### src/rtl/i2c_pkg.sv
// Shared types and constants for the passive I2C bus monitor.
package i2c_pkg;

  localparam int unsigned I2C_BYTE_BITS = 8;

  typedef enum logic [1:0] {
    MON_IDLE,
    MON_DATA,
    MON_ACK
  } mon_state_e;

  // One received byte as presented to the consumer.
  typedef struct packed {
    logic [I2C_BYTE_BITS-1:0] data;
    logic                     ack;
    logic                     first;
  } i2c_byte_t;

endpackage

### src/rtl/i2c_line_filter.sv
// Input conditioning for one I2C line: multi-flop synchroniser, optionally followed by a
// counter-based glitch filter (enabled with `I2C_GLITCH_FILTER_EN).
// All flops reset to 1 so an unconnected/idle bus reads as released.
module i2c_line_filter #(
  parameter int unsigned SYNC_STAGES = 2,
  parameter int unsigned FILT_LEN    = 4
) (
  input  logic clk,
  input  logic reset_n,
  input  logic line_i,
  output logic line_o
);

  if (SYNC_STAGES < 2 || FILT_LEN < 1) begin : g_param_check
    $error("i2c_line_filter: SYNC_STAGES must be >= 2 and FILT_LEN >= 1");
  end

  logic [SYNC_STAGES-1:0] sync_q;
  logic                   sync_out;

  // Shift the raw pin value through the synchroniser chain.
  always_ff @(posedge clk) begin
    if (!reset_n) begin
      sync_q <= '1;
    end else begin
      sync_q <= {sync_q[SYNC_STAGES-2:0], line_i};
    end
  end

  assign sync_out = sync_q[SYNC_STAGES-1];

`ifdef I2C_GLITCH_FILTER_EN
  localparam int unsigned CNT_W = $clog2(FILT_LEN + 1);

  logic             filt_q, filt_d;
  logic [CNT_W-1:0] cnt_q, cnt_d;

  // Toggle only once FILT_LEN consecutive samples disagree with the current output.
  always_comb begin
    filt_d = filt_q;
    cnt_d  = '0;
    if (sync_out != filt_q) begin
      if (cnt_q == CNT_W'(FILT_LEN - 1)) begin
        filt_d = sync_out;
      end else begin
        cnt_d = cnt_q + 1'b1;
      end
    end
  end

  // Filter state register.
  always_ff @(posedge clk) begin
    if (!reset_n) begin
      filt_q <= 1'b1;
      cnt_q  <= '0;
    end else begin
      filt_q <= filt_d;
      cnt_q  <= cnt_d;
    end
  end

  assign line_o = filt_q;
`else
  assign line_o = sync_out;
`endif

endmodule

### src/rtl/i2c_bus_monitor.sv
// Passive I2C receive stage: detects START / repeated START / STOP, deserialises bytes plus
// the ACK bit and offers them on a valid/ready port through a one-deep holding register.
// Optional input glitch filtering is selected with `I2C_GLITCH_FILTER_EN.
module i2c_bus_monitor
  import i2c_pkg::*;
#(
  parameter int unsigned SYNC_STAGES = 2,
  parameter int unsigned FILT_LEN    = 4
) (
  input  logic       clk,
  input  logic       reset_n,
  input  logic       scl_i,
  input  logic       sda_i,
  output logic [7:0] byte_data,
  output logic       byte_ack,
  output logic       byte_first,
  output logic       byte_valid,
  input  logic       byte_ready,
  output logic       start_pulse,
  output logic       rstart_pulse,
  output logic       stop_pulse,
  output logic       bus_busy,
  output logic       overflow,
  output logic       frame_err
);

  localparam logic [3:0] LAST_BIT = 4'(I2C_BYTE_BITS - 1);

  logic scl_s, sda_s, scl_p, sda_p;
  logic start_cond, stop_cond, scl_rise;

  i2c_line_filter #(.SYNC_STAGES(SYNC_STAGES), .FILT_LEN(FILT_LEN)) u_scl_filter (
    .clk    (clk),
    .reset_n(reset_n),
    .line_i (scl_i),
    .line_o (scl_s)
  );

  i2c_line_filter #(.SYNC_STAGES(SYNC_STAGES), .FILT_LEN(FILT_LEN)) u_sda_filter (
    .clk    (clk),
    .reset_n(reset_n),
    .line_i (sda_i),
    .line_o (sda_s)
  );

  // SDA edges only count as conditions while SCL is stable high on both samples.
  assign start_cond = scl_p & scl_s & sda_p & ~sda_s;
  assign stop_cond  = scl_p & scl_s & ~sda_p & sda_s;
  assign scl_rise   = ~scl_p & scl_s;

  mon_state_e                 state_q, state_d;
  logic [3:0]                 cnt_q, cnt_d;
  logic [I2C_BYTE_BITS-1:0]   shift_q, shift_d;
  logic                       first_q, first_d;
  logic                       busy_q, busy_d;
  logic                       start_q, start_d, rstart_q, rstart_d;
  logic                       stop_q, stop_d, ferr_q, ferr_d;
  i2c_byte_t                  comp_q, comp_d;
  logic                       comp_valid_q, comp_valid_d;
  i2c_byte_t                  hold_q, hold_d;
  logic                       hold_valid_q, hold_valid_d;
  logic                       ovf_q, ovf_d;
  logic                       mid_byte;

  // A condition arriving with part of a byte shifted is a framing error.
  assign mid_byte = ((state_q == MON_DATA) && (cnt_q != 4'd0)) || (state_q == MON_ACK);

  // Receive FSM: conditions take priority over data sampling.
  always_comb begin
    state_d      = state_q;
    cnt_d        = cnt_q;
    shift_d      = shift_q;
    first_d      = first_q;
    busy_d       = busy_q;
    start_d      = 1'b0;
    rstart_d     = 1'b0;
    stop_d       = 1'b0;
    ferr_d       = 1'b0;
    comp_d       = comp_q;
    comp_valid_d = 1'b0;
    if (start_cond) begin
      ferr_d   = mid_byte;
      start_d  = ~busy_q;
      rstart_d = busy_q;
      busy_d   = 1'b1;
      state_d  = MON_DATA;
      cnt_d    = 4'd0;
      first_d  = 1'b1;
    end else if (stop_cond) begin
      ferr_d  = mid_byte;
      stop_d  = 1'b1;
      busy_d  = 1'b0;
      state_d = MON_IDLE;
      cnt_d   = 4'd0;
    end else if (scl_rise) begin
      case (state_q)
        MON_IDLE: ;
        MON_DATA: begin
          shift_d = {shift_q[I2C_BYTE_BITS-2:0], sda_s};
          cnt_d   = cnt_q + 4'd1;
          if (cnt_q == LAST_BIT) state_d = MON_ACK;
        end
        MON_ACK: begin
          comp_d       = '{data: shift_q, ack: sda_s, first: first_q};
          comp_valid_d = 1'b1;
          first_d      = 1'b0;
          cnt_d        = 4'd0;
          state_d      = MON_DATA;
        end
        default: state_d = MON_IDLE;
      endcase
    end
  end

  // FSM, shifter, pulse and completed-byte registers.
  always_ff @(posedge clk) begin
    if (!reset_n) begin
      scl_p        <= 1'b1;
      sda_p        <= 1'b1;
      state_q      <= MON_IDLE;
      cnt_q        <= 4'd0;
      shift_q      <= '0;
      first_q      <= 1'b0;
      busy_q       <= 1'b0;
      start_q      <= 1'b0;
      rstart_q     <= 1'b0;
      stop_q       <= 1'b0;
      ferr_q       <= 1'b0;
      comp_q       <= '0;
      comp_valid_q <= 1'b0;
    end else begin
      scl_p        <= scl_s;
      sda_p        <= sda_s;
      state_q      <= state_d;
      cnt_q        <= cnt_d;
      shift_q      <= shift_d;
      first_q      <= first_d;
      busy_q       <= busy_d;
      start_q      <= start_d;
      rstart_q     <= rstart_d;
      stop_q       <= stop_d;
      ferr_q       <= ferr_d;
      comp_q       <= comp_d;
      comp_valid_q <= comp_valid_d;
    end
  end

  // Holding register: accept-and-refill in one cycle keeps valid high; full drops the new byte.
  always_comb begin
    hold_d       = hold_q;
    hold_valid_d = hold_valid_q;
    ovf_d        = 1'b0;
    if (hold_valid_q && byte_ready) hold_valid_d = 1'b0;
    if (comp_valid_q) begin
      if (!hold_valid_q || byte_ready) begin
        hold_d       = comp_q;
        hold_valid_d = 1'b1;
      end else begin
        ovf_d = 1'b1;
      end
    end
  end

  // Holding register and overflow pulse.
  always_ff @(posedge clk) begin
    if (!reset_n) begin
      hold_q       <= '0;
      hold_valid_q <= 1'b0;
      ovf_q        <= 1'b0;
    end else begin
      hold_q       <= hold_d;
      hold_valid_q <= hold_valid_d;
      ovf_q        <= ovf_d;
    end
  end

  assign byte_data    = hold_q.data;
  assign byte_ack     = hold_q.ack;
  assign byte_first   = hold_q.first;
  assign byte_valid   = hold_valid_q;
  assign start_pulse  = start_q;
  assign rstart_pulse = rstart_q;
  assign stop_pulse   = stop_q;
  assign bus_busy     = busy_q;
  assign overflow     = ovf_q;
  assign frame_err    = ferr_q;

endmodule

### config.mk
export PLATFORM = sky130hd
export DESIGN_NAME = i2c_bus_monitor
export DESIGN_NICKNAME = d
export VERILOG_FILES = /design/src/rtl/i2c_pkg.sv /design/src/rtl/i2c_line_filter.sv /design/src/rtl/i2c_bus_monitor.sv
export SDC_FILE = /design/constraint.sdc
export NUM_CORES = 1
export LEC_CHECK = 0
export CAP_MARGIN = 20
export CORE_MARGIN = 1.5
export CORE_UTILIZATION = 50
export CTS_CLUSTER_SIZE = 12
export DETAILED_ROUTE_END_ITERATION = 10
export PLACE_DENSITY = 0.72
export SYNTH_ARGS = -nofsm -noshare
export SYNTH_HDL_FRONTEND = slang
export SYNTH_SLANG_ARGS = --single-unit
### constraint.sdc
create_clock -name clk -period 2.3 [get_ports clk]
set_input_delay 0.345 -clock clk [delete_from_list [all_inputs] [get_ports clk]]
set_output_delay 0.345 -clock clk [all_outputs]
set_load 0.02 [all_outputs]
==> results_dict.tcl <==
set metrics [dict create \
    viasPerCell 5.10 \
    cts_max_level 2 \
    fin_worst_skew_ns 0.0111 \
    start_util_pct 52.1 \
    drt_iter0_markers 93 \
    post_synth.cell_area_avg_um2 9.05 \
    clkSlewWorstSetupHoldPaths_ns 0.08 \
    multi_input_area_um2 838 \
    slew_headroom_pct 58.5 \
    cts_tree "built" \
    leakage_nw 0.879 \
    io_buffers 21 \
    synth_top_family_by_area "simple AND/OR/NAND/NOR gates" \
    fillCellCount 338 \
    synth-main-ff-cell "dfxtp_1" \
    grt_use_total_pct 17.8 \
    cts_buffers 5 \
    synth_top_area_share_pct 51.9 \
    holdPathStages 1 \
    final_nets 240 \
    end_kind "register" \
    area_delta_synth_final_pct 19.0 \
    synth.area.top_cells "dfxtp_1, nand2_1, mux2i_1" \
    critPathLaunchType "register" \
    fmax_mhz 574 \
    critical_path_required_ns 2.50 \
    antenna_left 0 \
    hold_slack_ns 0.411 \
    hpwlAfterDp_um 2220 \
    postCtsHoldBufs 0 \
    drv_cap 0 \
    die_h_um 64.5 \
    rsz0062_at_grt "false" \
    syn-cell-area_um2 1890 \
    setup_tns_ns 0 \
    grt_max_degree 22 \
    slew_violations 0 \
    regArea_um2 981 \
    pin_count 22 \
    antenna_found_initial 0 \
    synth-edff-count 0 \
    async_reset_ff_share_pct 0 \
    synth_compound_area_share_pct 11.7 \
    irDropWorstVdd_v 0.000430 \
    first_global_vias 1310 \
    syn_inst 209 \
    antenna_cells 0 \
    synth_xor_area_share_pct 0.463 \
    r2r_start "state_q[1]" \
    synth-simple-area-share_pct 21.7 \
    wl_per_cell_um 11.6 \
    cts.sinks 49 \
    synth_cell_types 32 \
    num_vias 1413 \
    reg2reg_depth 5 \
    numPlacedInstances 269 \
    outcome "finished clean" \
    min_period_ns 1.74 \
    finalSetupViolCount 0 \
    ctsLongestPathBuffers 2 \
    post-cts-setup-buffer-count 0 \
    routed_wl_um 3200 \
    arrival_ns 1.94 \
    grt-ovfl-total 0 \
    synth.area.mux_share_pct 5.82 \
    hold_class "register to register" \
    synthesis.nets 221 \
    cellPowerDensity_nw_per_um2 689 \
    clk_latency_ns 0.30 \
    place.gp.congestion 0.739 \
    rows 22 \
    grt_pass1_wl_um 5810 \
    worstHoldStart "u_scl_filter.sync_q[0]" \
    crit_start "state_q[1]" \
    die-area_um2 4160 \
    fp.dieW_um 64.5 \
    yosys_warnings 0 \
    tightest_slew_ns 0.616 \
    total_power_mw 1.55 \
    yosysSeqAreaShare_pct 51.9 \
    period_share_pct 75.7 \
    fin_cells 277 \
    drc 0 \
    firstDrtPassIters 4 \
    yosysTopAreaCell "dfxtp_1" \
    synthAdderAreaFrac_pct 4.63 \
    cts_resized 0 \
    hold_viol 0 \
    worstSetupPathType "register to register" \
    drive_gt1_share_pct 6.11 \
    coreArea_um2 3630 \
    cts_root_buf "clkbuf_8" \
    crit_fanout 10 \
    synth_seq_cells 49 \
]
[cells in the final DEF, fill, tap and decap left out, drive strengths merged, types with 3 or more instances in the layout]
cell,count
nor2,14
nor3,3
ha,7
mux2i,11
nor2b,4
clkbuf,6
inv,7
a21boi,4
o21ai,7
nand2,36
dfxtp,49
and3,3
nand3,11
a21oi,20
nand2b,6
clkdlybuf4s50,21
[layer usage]
layer	vias up	routed length, um	track usage [%]
li1	734	-	-
met4	0	47	6.12
met2	15	1440	27.7
met1	658	1620	23.3
met5	-	0	0
met3	6	98	5.90
[power breakdown]
group | internal, mW | leakage [nW] | switching (mW)
sequential | 0.855 | 0.396 | 0.00764
combinational | 0.0242 | 0.425 | 0.0314
clock | 0.353 | 0.0574 | 0.279
total | 1.23 | 0.879 | 0.318
[through the flow]
stage | utilization, % | setup WS [ns] | area, um^2
floorplan | - | 0.670 | 1890
global placement | 58.6 | 0.470 | 2130
detailed placement | 58.6 | 0.386 | 2130
CTS | 61.9 | 0.577 | 2250
global route | 61.9 | 0.449 | 2250
finish | 61.9 | 0.559 | 2250
[path summary, 6_finish.rpt]
| path | slack, ns | endpoint |
|---|---|---|
| setup / recovery | 0.56 | state_q[0] |
| hold / removal | 0.41 | u_scl_filter.sync_q[1] |
| setup reg to reg | 0.56 | state_q[0] |
| hold reg to reg | 0.41 | u_scl_filter.sync_q[1] |
[synthesized netlist by cell type, types with 2 or more instances]
master and n:
a21boi_0 4, a21oi_1 20, and2_1 2, and3_1 3
buf_2 4, clkbuf_1 7, dfxtp_1 49, ha_1 7
inv_1 7, mux2i_1 11, nand2_1 35, nand2b_1 6
nand3_1 11, nor2_1 14, nor2b_1 4, nor3_1 3
o21ai_0 7
[layout make-up]
type / count / share of cell area, %
sequential: 49 / 43.6
multi-input combinational: 142 / 37.2
timing repair buffer: 23 / 10.0
clock buffer: 6 / 3.67
tap: 48 / 2.67
clock inverter: 2 / 1.67
inverter: 7 / 1.17
[critical path, stage by stage, from the launching register on]
cell       delay, ns
dfxtp_1         0.39
inv_1           0.09
ha_1            0.32
a2111oi_2       0.46
a2111oi_0       0.14
a31o_2          0.24
[registers in the layout, summed over array words and instances (netlist names), 2 cells and up]
signal and cells:
comp_q 10, byte_data 8, shift_q 8, cnt_q 4
state_q 2, u_scl_filter.sync_q 2, u_sda_filter.sync_q 2
[cell families (layout without fill, tap and decap cells)]
family / Yosys count / after routing
compound gates: 37 / 37
flops: 49 / 49
buf+inv: 18 / 38
simple gates: 86 / 86
mux: 11 / 11
xor+xnor: 1 / 1
fa+ha+maj: 7 / 7
Power figures use the tool's default switching activity.
